`src/rtl/i2s_capture_fifo_pkg.sv`:
```
// Shared types for the codec capture path: channel modes, deserialiser states
// and a small width helper.
package audio_pkg;

    typedef enum logic [1:0] {
        MODE_ALL   = 2'd0,
        MODE_SLOT0 = 2'd1,
        MODE_MONO  = 2'd2
    } capture_mode_e;

    typedef enum logic [1:0] {
        IDLE  = 2'd0,
        SKIP  = 2'd1,
        SHIFT = 2'd2
    } cap_state_e;

    function automatic int clog2_min1(input int n);
        return (n > 1) ? $clog2(n) : 1;
    endfunction

    // Encoding 3 is reserved and behaves like "all slots".
    function automatic capture_mode_e to_mode(input logic [1:0] m);
        case (m)
            2'd1:    return MODE_SLOT0;
            2'd2:    return MODE_MONO;
            default: return MODE_ALL;
        endcase
    endfunction

endpackage

```
`src/rtl/i2s_capture_fifo_sync_fifo.sv`:
```
// First-word-fall-through FIFO; a write into a full FIFO succeeds only when a
// read frees the head entry in the same cycle.
module sync_fifo #(
    parameter int DW    = 8,
    parameter int DEPTH = 16
) (
    input  logic                     clk,
    input  logic                     reset_n,
    input  logic                     wr_en_i,
    input  logic [DW-1:0]            wr_data_i,
    input  logic                     rd_en_i,
    output logic [DW-1:0]            rd_data_o,
    output logic                     full_o,
    output logic                     empty_o,
    output logic [$clog2(DEPTH):0]   fill_o
);
    localparam int AW = $clog2(DEPTH);

    logic [DW-1:0] mem_q [DEPTH];
    logic [AW-1:0] wr_ptr_q, wr_ptr_d, rd_ptr_q, rd_ptr_d;
    logic [AW:0]   cnt_q, cnt_d;
    logic          do_wr, do_rd;

    assign empty_o   = (cnt_q == '0);
    assign full_o    = (cnt_q == (AW+1)'(DEPTH));
    assign do_rd     = rd_en_i && !empty_o;
    assign do_wr     = wr_en_i && (!full_o || do_rd);
    assign rd_data_o = mem_q[rd_ptr_q];
    assign fill_o    = cnt_q;

    always_comb begin
        wr_ptr_d = wr_ptr_q;
        rd_ptr_d = rd_ptr_q;
        cnt_d    = cnt_q;
        if (do_wr) wr_ptr_d = wr_ptr_q + 1'b1;
        if (do_rd) rd_ptr_d = rd_ptr_q + 1'b1;
        case ({do_wr, do_rd})
            2'b10:   cnt_d = cnt_q + 1'b1;
            2'b01:   cnt_d = cnt_q - 1'b1;
            default: ;
        endcase
    end

    always_ff @(posedge clk or negedge reset_n) begin
        if (!reset_n) begin
            wr_ptr_q <= '0;
            rd_ptr_q <= '0;
            cnt_q    <= '0;
            for (int i = 0; i < DEPTH; i++) mem_q[i] <= '0;
        end else begin
            wr_ptr_q <= wr_ptr_d;
            rd_ptr_q <= rd_ptr_d;
            cnt_q    <= cnt_d;
            if (do_wr) mem_q[wr_ptr_q] <= wr_data_i;
        end
    end

endmodule

```
`src/rtl/i2s_capture_fifo.sv`:
```
// Oversampled TDM/I2S capture: synchronise the codec bus, deserialise NCH slots
// of W bits, apply the channel mode and queue the words in a FWFT FIFO.
module i2s_capture_fifo
    import audio_pkg::*;
#(
    parameter int W          = 16,
    parameter int NCH        = 2,
    parameter int FIFO_DEPTH = 16,
    parameter int I2S_DELAY  = 0
) (
    input  logic                          clk,
    input  logic                          reset_n,
    input  logic                          bclk,
    input  logic                          adclrck,
    input  logic                          adcdat,
    input  logic                          enable,
    input  logic [1:0]                    mode,
    input  logic                          clear_flags,
    output logic [W-1:0]                  out_data,
    output logic [clog2_min1(NCH)-1:0]    out_channel,
    output logic                          out_valid,
    input  logic                          out_ready,
    output logic [$clog2(FIFO_DEPTH):0]   fill_level,
    output logic                          overflow,
    output logic                          frame_error
);
    localparam int CW = clog2_min1(NCH);
    localparam int LG = $clog2(NCH);
    localparam int AW = W + LG;
    localparam int BW = $clog2(W);

    typedef struct packed {
        logic [CW-1:0] channel;
        logic [W-1:0]  data;
    } fifo_entry_t;

    logic [1:0]       bclk_sync_q, lrck_sync_q, dat_sync_q;
    logic             bclk_prev_q, lrck_prev_q;
    logic             bclk_edge, lrck_rise, dat;

    cap_state_e       state_q, state_d;
    logic [BW-1:0]    bit_q, bit_d;
    logic [CW-1:0]    slot_q, slot_d;
    logic [W-2:0]     sh_q, sh_d;
    logic signed [AW-1:0] acc_q, acc_d;
    logic             en_q, en_d;
    capture_mode_e    mode_q, mode_d;
    logic             push_q, push_d;
    fifo_entry_t      push_ent_q, push_ent_d, head;
    logic             ovf_q, ovf_d, ferr_q, ferr_d;

    logic             shift_en, ferr_set, ovf_set, fifo_full, fifo_empty;
    logic [BW-1:0]    cur_bit;
    logic [CW-1:0]    cur_slot;
    logic signed [AW-1:0] cur_acc, acc_sum;
    logic             cur_en, last_slot;
    capture_mode_e    cur_mode;
    logic [W-1:0]     word;

    assign bclk_edge = bclk_sync_q[1] && !bclk_prev_q;
    assign lrck_rise = bclk_edge && lrck_sync_q[1] && !lrck_prev_q;
    assign dat       = dat_sync_q[1];

    always_comb begin
        state_d    = state_q;
        bit_d      = bit_q;
        slot_d     = slot_q;
        sh_d       = sh_q;
        acc_d      = acc_q;
        en_d       = en_q;
        mode_d     = mode_q;
        push_d     = 1'b0;
        push_ent_d = push_ent_q;
        shift_en   = 1'b0;
        ferr_set   = 1'b0;
        // A frame start (or restart) zeroes the counters for the bit taken on this edge.
        cur_bit    = lrck_rise ? '0 : bit_q;
        cur_slot   = lrck_rise ? '0 : slot_q;
        cur_acc    = lrck_rise ? '0 : acc_q;
        cur_en     = lrck_rise ? enable : en_q;
        cur_mode   = lrck_rise ? to_mode(mode) : mode_q;
        word       = {sh_q, dat};
        acc_sum    = cur_acc + AW'($signed(word));
        last_slot  = (cur_slot == CW'(NCH-1));

        if (lrck_rise) begin
            ferr_set = (state_q != IDLE);
            en_d     = enable;
            mode_d   = to_mode(mode);
            bit_d    = '0;
            slot_d   = '0;
            acc_d    = '0;
            if (I2S_DELAY == 0) begin
                state_d  = SHIFT;
                shift_en = 1'b1;
            end else begin
                state_d  = SKIP;
            end
        end else if (bclk_edge && state_q == SKIP) begin
            state_d  = SHIFT;
            shift_en = 1'b1;
        end else if (bclk_edge && state_q == SHIFT) begin
            shift_en = 1'b1;
        end

        if (shift_en) begin
            sh_d = word[W-2:0];
            if (cur_bit == BW'(W-1)) begin
                bit_d  = '0;
                slot_d = cur_slot + 1'b1;
                acc_d  = acc_sum;
                if (last_slot) begin
                    state_d = IDLE;
                    slot_d  = '0;
                end
                case (cur_mode)
                    MODE_MONO: begin
                        push_d     = cur_en && last_slot;
                        push_ent_d = '{channel: '0, data: W'(acc_sum >>> LG)};
                    end
                    MODE_SLOT0: begin
                        push_d     = cur_en && (cur_slot == '0);
                        push_ent_d = '{channel: cur_slot, data: word};
                    end
                    default: begin
                        push_d     = cur_en;
                        push_ent_d = '{channel: cur_slot, data: word};
                    end
                endcase
            end else begin
                bit_d = cur_bit + 1'b1;
            end
        end
    end

    // A full FIFO implies a valid head, so out_ready alone means a pop frees a slot.
    assign ovf_set = push_q && fifo_full && !out_ready;
    assign ovf_d   = ovf_set  || (ovf_q  && !clear_flags);
    assign ferr_d  = ferr_set || (ferr_q && !clear_flags);

    always_ff @(posedge clk or negedge reset_n) begin
        if (!reset_n) begin
            bclk_sync_q <= '0;
            lrck_sync_q <= '0;
            dat_sync_q  <= '0;
            bclk_prev_q <= 1'b0;
            lrck_prev_q <= 1'b0;
            state_q     <= IDLE;
            bit_q       <= '0;
            slot_q      <= '0;
            sh_q        <= '0;
            acc_q       <= '0;
            en_q        <= 1'b0;
            mode_q      <= MODE_ALL;
            push_q      <= 1'b0;
            push_ent_q  <= '0;
            ovf_q       <= 1'b0;
            ferr_q      <= 1'b0;
        end else begin
            bclk_sync_q <= {bclk_sync_q[0], bclk};
            lrck_sync_q <= {lrck_sync_q[0], adclrck};
            dat_sync_q  <= {dat_sync_q[0], adcdat};
            bclk_prev_q <= bclk_sync_q[1];
            if (bclk_edge) lrck_prev_q <= lrck_sync_q[1];
            state_q     <= state_d;
            bit_q       <= bit_d;
            slot_q      <= slot_d;
            sh_q        <= sh_d;
            acc_q       <= acc_d;
            en_q        <= en_d;
            mode_q      <= mode_d;
            push_q      <= push_d;
            push_ent_q  <= push_ent_d;
            ovf_q       <= ovf_d;
            ferr_q      <= ferr_d;
        end
    end

    sync_fifo #(
        .DW    ($bits(fifo_entry_t)),
        .DEPTH (FIFO_DEPTH)
    ) u_fifo (
        .clk       (clk),
        .reset_n   (reset_n),
        .wr_en_i   (push_q),
        .wr_data_i (push_ent_q),
        .rd_en_i   (out_ready),
        .rd_data_o (head),
        .full_o    (fifo_full),
        .empty_o   (fifo_empty),
        .fill_o    (fill_level)
    );

    assign out_valid   = !fifo_empty;
    assign out_data    = head.data;
    assign out_channel = head.channel;
    assign overflow    = ovf_q;
    assign frame_error = ferr_q;

endmodule
```
`config.mk`:
```
export PLATFORM = sky130hd
export DESIGN_NAME = i2s_capture_fifo
export DESIGN_NICKNAME = d
export VERILOG_FILES = /design/src/rtl/i2s_capture_fifo_pkg.sv /design/src/rtl/i2s_capture_fifo_sync_fifo.sv /design/src/rtl/i2s_capture_fifo.sv
export SDC_FILE = /design/constraint.sdc
export NUM_CORES = 1
export LEC_CHECK = 0
export ABC_AREA = 1
export CORE_ASPECT_RATIO = 0.75
export CORE_MARGIN = 5
export CORE_UTILIZATION = 30
export CTS_BUF_LIST = sky130_fd_sc_hd__clkbuf_16
export CTS_CLUSTER_DIAMETER = 40
export DETAILED_ROUTE_END_ITERATION = 16
export SLEW_MARGIN = 0
export SYNTH_ARGS = -nofsm -noshare
export SYNTH_HDL_FRONTEND = slang
export SYNTH_HIERARCHICAL = 1
export SYNTH_SLANG_ARGS = --single-unit
```
`constraint.sdc`:
```
create_clock -name clk -period 3.5 [get_ports clk]
set_input_delay 0.7 -clock clk [delete_from_list [all_inputs] [get_ports clk]]
set_output_delay 0.7 -clock clk [all_outputs]
set_load 0.005 [all_outputs]
```
**Word-level counts from Yosys, hierarchy flattened**

Index checks and enable logic that the tools add are counted.

- Reduce and logical (&&, ||, !) cells: 27
- Multiplexer cells: 33
- Eq/ne operators: 10
- Bitwise operators: 3
- Order comparisons: 3
- $add $sub $neg: 7

Operator list:

| cell | number |
|---|---|
| 272-bit bitwise mux | 1 |
| 17-bit 2-to-1 mux | 7 |
| 17-bit binary-select mux with 4-bit select | 1 |
| 17-bit demux with 4-bit select | 1 |
| 17-bit by 16-bit adder with 17-bit output | 1 |
| 1-bit logical AND | 14 |
| 4-bit by 1-bit adder with 4-bit output, second input constant | 3 |
| 2-bit 2-to-1 mux | 6 |
| 4-bit 2-to-1 mux | 3 |
| 1-bit 2-to-1 mux | 11 |
| 5-bit greater-or-equal comparator, second input constant | 2 |
| 4-bit inverter with 5-bit output | 2 |
| 5-bit case mux with 2 select lines | 1 |
| 2-bit by 1-bit equality test with 1-bit output, second input constant | 4 |
| 2-bit equality test, second input constant | 4 |
| 1-bit logical NOT | 6 |
| 5-bit by 1-bit adder with 5-bit output, second input constant | 1 |
| 5-bit equality test, second input constant | 1 |
| 5-bit logical NOT | 1 |
| 5-bit by 1-bit < comparator with 1-bit output, second input constant | 1 |
| 5-bit by 1-bit subtractor with 5-bit output, second input constant | 1 |
| 4-bit equality test, second input constant | 1 |
| 2-bit case mux with 2 select lines | 1 |
| 2-bit nonzero test | 2 |
| 5 further kinds | 7 |

- Output and inout port bits: 25
- Register bits: 355

**Longest topological paths before layout**

- Depth in word-level cells: 10
- Depth in mapped cells: 17
- Depth with buffers taken out: 16

**Hierarchy**

Netlist, hierarchy kept.

By module, submodules not included:

| module | cells each | sequential area each (um2) | instances | area each (um2) |
|---|---|---|---|---|
| sync_fifo | 1539 | 7131.8 | 1 | 13381.6 |
| i2s_capture_fifo | 551 | 1751.7 | 1 | 3956.3 |

**Worst setup path after synthesis**

No wires, ideal clock.

- Kind: register to register
- From: register bclk_prev_q
- To: register push_ent_q[7] in the netlist's numbering
- Setup time: 0.124 ns
- Slack: 1.015 ns
- Data arrival time: 2.361 ns
- Cell stages (with the launch flop): 15
- Path buffers: 1
- Data required time: 3.376 ns
- Clock period less this slack: 2.485 ns
- Cells stage by stage: dfrtp_1 inv_1 nand4_1 inv_1 clkbuf_1 nor2_1 ha_1 fa_1 nand2_1 nand2_1 nand3_1 nand2_1 or2_2 nand3_1 a21oi_1

- Longest elaborated chain between the ends: 7
- Elaborated cells on any way between the ends: 17
- Those cells by class: add/sub (1); eq/ne (2); mux (7); reduce/logical (7)

Ends and longest elaborated chain:

| element | RTL line | text |
|---|---|---|
| from (decl) | i2s_capture_fifo.sv:38 | `logic bclk_prev_q, lrck_prev_q;` |
| from (signal assigned) | i2s_capture_fifo.sv:163 | `bclk_prev_q <= bclk_sync_q[1];` |
| 1-bit logical NOT (*) | i2s_capture_fifo.sv:60 | `assign bclk_edge = bclk_sync_q[1] && !bclk_prev_q;` |
| 1-bit logical AND (*) | i2s_capture_fifo.sv:60 |  |
| 1-bit logical AND (on tied branches) | i2s_capture_fifo.sv:61, i2s_capture_fifo.sv:102 |  |
| 1-bit logical AND / 1-bit 2-to-1 mux (equally long branches) | i2s_capture_fifo.sv:61, i2s_capture_fifo.sv:102 |  |
| 17-bit 2-to-1 mux, or another cell as far along | i2s_capture_fifo.sv:79 | `cur_acc = lrck_rise ? '0 : acc_q;` |
| 17-bit by 16-bit adder with 17-bit output, or another cell as far along | i2s_capture_fifo.sv:83 | `acc_sum = cur_acc + AW'($signed(word));` |
| 17-bit 2-to-1 mux / 2-bit AND reduction (equally long branches) | -- |  |
| to (signal assigned) | i2s_capture_fifo.sv:173 | `push_ent_q <= push_ent_d;` |
| to (decl) | i2s_capture_fifo.sv:49 | `fifo_entry_t push_ent_q, push_ent_d, head;` |

Every way passes the cells marked *; elsewhere a longest branch is shown, timed or not.
A chain may end at the register's enable or synchronous reset.

**Worst setup path after layout**

- From: register u_fifo.rd_ptr_q[0]
- To: output port out_data[6]

- Longest elaborated chain between the ends: 4

Ends and longest elaborated chain:

| element | RTL line | text |
|---|---|---|
| from (decl) | i2s_capture_fifo_sync_fifo.sv:20 | `logic [AW-1:0] wr_ptr_q, wr_ptr_d, rd_ptr_q, rd_ptr_d;` |
| from (signal assigned) | i2s_capture_fifo_sync_fifo.sv:52 | `rd_ptr_q <= rd_ptr_d;` |
| 4-bit inverter with 5-bit output (not written as such) | i2s_capture_fifo_sync_fifo.sv:28 | `assign rd_data_o = mem_q[rd_ptr_q];` |
| 17-bit binary-select mux with 4-bit select | i2s_capture_fifo_sync_fifo.sv:28 |  |
| 17-bit 2-to-1 mux (not written as such) (2 in a row) | i2s_capture_fifo_sync_fifo.sv:28 |  |
| to (decl) | i2s_capture_fifo.sv:19 | `output logic [W-1:0] out_data,` |

No other way between the ends. The select of a mux whose other input is x is not followed.

==> implementation parameters <==
Parameter                              Value

Outcome
  Outcome ... complete, no violations

Timing
  FMAX ... 294 MHz
  Slew Limit Fails ... 0
  # setup viols final ... 0
  RSZ-0062 raised after global routing ... yes
  Final clock skew ... 0.0283 ns
  Worst rel slew slack ... 29.2%
  Minimum clock period ... 3.40 ns
  Tightest Pin Transition ... 1.06 ns
  Final clock period utilization by the worst path ... 97.3%
  Final hold violation count ... 0

Final layout
  Synth-to-Final Area Change ... 17.3%
  Post-route cell area ... 0.0203 mm²
  Antenna Cells ... 0
  Number of nets at the end of the flow ... 2,118
  Layout cell share with drive strength beyond 1 ... 7.99%
  Fin cells ... 2,908

Floorplanning
  Die area ... 0.0628 mm²
  Initial core utilization ... 30.2%
  Site Rows ... 76
  Horizontal die dimension ... 288 µm
  Core outline area ... 0.0573 mm²
  Y dimension of the die ... 218 µm
  I/O pin count ... 35

Logic synthesis
  Register area share after synthesis ... 51.2%
  Mean cell area of the mapped netlist ... 8.30 µm²
  Syn Inst Count ... 2,090
  Ys Warns ... 6
  Combined area of all synthesized cells ... 0.0173 mm²
  Cell types occupying the most area after synthesis ... dfrtp_1, o21ai_0, nand2_1, nor2_1, inv_1
  Cell accounting for the most synthesized area ... dfrtp_1
  Flip-flop and latch count after synthesis ... 355
  Number of distinct library cell variants in the gate-level netlist after synthesis ... 37
  Share of Yosys cell area claimed by the top area cell type ... 51.2%
  Total nets after synthesis ... 2,129

Critical path
  Worst endpoint data arrival time ... 2.70 ns
  CP max FO ... 24
  Flop2flop setup slack ... 0.87 ns
  Endpoint kind of the worst setup timing path ... output port
  Critical path startpoint category ... register
  Req. time, crit path ... 2.80 ns
  Class of the most critical setup path ... register to output port

CTS
  Cell chosen for the clock root ... clkbuf_16
  Clk Latency, worst-skew pair ... 0.62 ns
  Clock-pin slew of the registers on the worst-case setup and hold paths ... 0.06 ns
  Number of buffers inserted during clock tree synthesis ... 58
  Clock tree from TritonCTS ... built
  Count of H-tree levels built during CTS ... 2
  Hold Buf Count CTS ... 0
  Number of clock sinks ... 355
  Clock Tree Buf Depth ... 3

Global routing
  Overflow after GRT ... 0
  Wire length of the first global-routing pass ... 76,400 µm
  Number of antenna violations at the first check in global routing ... 0
  Largest net degree at the start of global routing ... 88
  Total routing usage reported by global routing ... 15.1%
  Vias in the first global route ... 13,800

Routing
  Detailed Routing Iterations Pass 1 ... 6
  Total wire length after detailed routing ... 48,500 µm
  Via density per instance ... 4.93
  First DRT Iteration DRCs ... 1,427
  Total via count in the routed design ... 14,300
  Wirelength per Cell ... 16.7 µm
  Post-detailed-route DRC marker count ... 0
  Final antenna-violating net count ... 0

Power
  VDD IR max ... 0.337 mV
  Combinational fraction of design power ... 32.7%
  Sw frac ... 36.4%
  Clock group share of total power ... 37.5%
  Sequential power share ... 29.8%
  Pleak ... 9.43 nW
  Net load switching power ... 5.64 mW
  Ratio of total power to cell area ... 762 mW/mm²
  Internal power of the cells ... 9.86 mW

Place
  Placement-stage cell area ... 0.0181 mm²
  PortBufs ... 34
  Sum of net half-perimeters after detailed placement ... 27,300 µm
  Final weighted congestion in routability-driven placement ... 0.822
  Placed cell count ... 2,793

Run
  Total of max-cap violations ... 0

Hold path
  Class of the most critical hold timing path ... input pin to async pin
-- per-stage QoR --
stage | hold slack (ns) | power [mW] | TNS (ns) | utilization [%] | setup WS [ns]
after global routing | 0.192 | 16.4 | -0.0623 | 35.5 | -0.0217
final | 0.142 | 15.5 | 0 | 35.5 | 0.0954
after detailed placement | 0.338 | 9.34 | 0 | 31.6 | 0.519
after global placement | 0.340 | 9.28 | 0 | 31.6 | 0.514
after floorplan | 0.331 | 7.49 | 0 | - | 1.02
after CTS | 0.152 | 15.3 | 0 | 35.2 | 0.00657
-- power by group through the flow --
stage | Sequential [mW] | Clock [mW] | Combinational, mW
3_5_place_dp | 4.66 | 0 | 4.68
5_1_grt | 4.65 | 6.12 | 5.61
6_report | 4.62 | 5.82 | 5.06
4_1_cts | 4.61 | 5.94 | 4.79
2_1_floorplan | 4.56 | 0 | 2.94
3_3_place_gp | 4.66 | 0 | 4.62
-- final timing paths --
check | startpoint | end | depth (start not counted)
max | u_fifo/rd_ptr_q[0] | out_data[6] | 9
max reg2reg | bclk_prev_q | acc_q[16] | 16
min | reset_n | u_fifo/mem_q[137] | 1
max in group asynchronous | reset_n | u_fifo/mem_q[194] | 2
min in group clk | lrck_sync_q[0] | lrck_sync_q[1] | 0
min reg2reg | lrck_sync_q[0] | lrck_sync_q[1] | 0
-- repair_timing --
action                     CTS  global route
gates resized for setup      2            13
setup endpoints to repair    6            16
pin swaps                    0             1
cloned                       1             4
setup buffers                0             1
-- critical path, cell delays in order (launching register included) --
cell,delay (ns)
dfrtp_4,0.57
inv_8,0.16
buf_12,0.20
nor2_1,0.06
nor2_1,0.08
o21ai_0,0.10
o211ai_1,0.10
nand3_1,0.14
nand2_2,0.14
clkdlybuf4s50_1,0.52
-- placed cells by master (no fill, tap or decap), drive strengths merged --
cell type	count
a211oi	1
a21oi	49
a31oi	11
and2	2
buf	28
bufinv	7
clkbuf	63
clkdlybuf4s50	33
clkinv	29
clkinvlp	5
dfrtp	355
fa	2
ha	27
inv	163
nand2	511
nand3	74
nand3b	1
nand4	3
nor2	240
nor3	3
o211ai	69
o21ai	432
o22ai	1
or2	5
xnor2	3
xor2	11
-- layout make-up --
cell class	instances	area, µm²
Sequential cell	355	8890
Inverter	154	591
Multi-Input combinational cell	1445	7050
Clock buffer	59	1480
Tap cell	780	976
Clock inverter	50	549
Fill cell	5781	37000
Timing Repair Buffer	65	807
-- synthesized netlist by cell type, drive strengths merged --
| cell | count |
|---|---|
| nand2 | 511 |
| o21ai | 432 |
| dfrtp | 355 |
| nor2 | 240 |
| inv | 152 |
| buf | 76 |
| nand3 | 74 |
| o211ai | 69 |
| clkbuf | 60 |
| a21oi | 49 |
| ha | 27 |
| a31oi | 11 |
| xor2 | 11 |
| or2 | 5 |
| nand4 | 3 |
| nor3 | 3 |
| xnor2 | 3 |
| and2 | 2 |
| clkinv | 2 |
| fa | 2 |
| a211oi | 1 |
| nand3b | 1 |
| o22ai | 1 |
-- logic make-up (layout without fill, tap and decap cells) --
family          Yosys count  count (layout)  synth area share, %
xor+xnor                 14              14                0.707
compound gates          563             563                 17.4
fa+ha+maj                29              29                 2.18
buf+inv                 290             328                 8.18
simple gates            839             839                 20.3
flops                   355             355                 51.2
-- sequential cells by signal, summed over array words and instances, names as in the netlist, 4 cells and up --
signal and flops:
acc_q 17, bit_q 4, push_ent_q 17, sh_q 15, u_fifo/fill_o 5, u_fifo/mem_q 272
u_fifo/rd_ptr_q 4, u_fifo/wr_ptr_q 4
-- layer usage --
layer / GRT usage, % / vias to the layer above / share of wire (%)
met5: 0 / - / 0
met4: 5.18 / 0 / 2.9
met3: 3.00 / 96 / 6.3
met2: 24.6 / 456 / 46
met1: 20.2 / 6955 / 45
li1: - / 6819 / -
(Power assumes the default switching activity.)
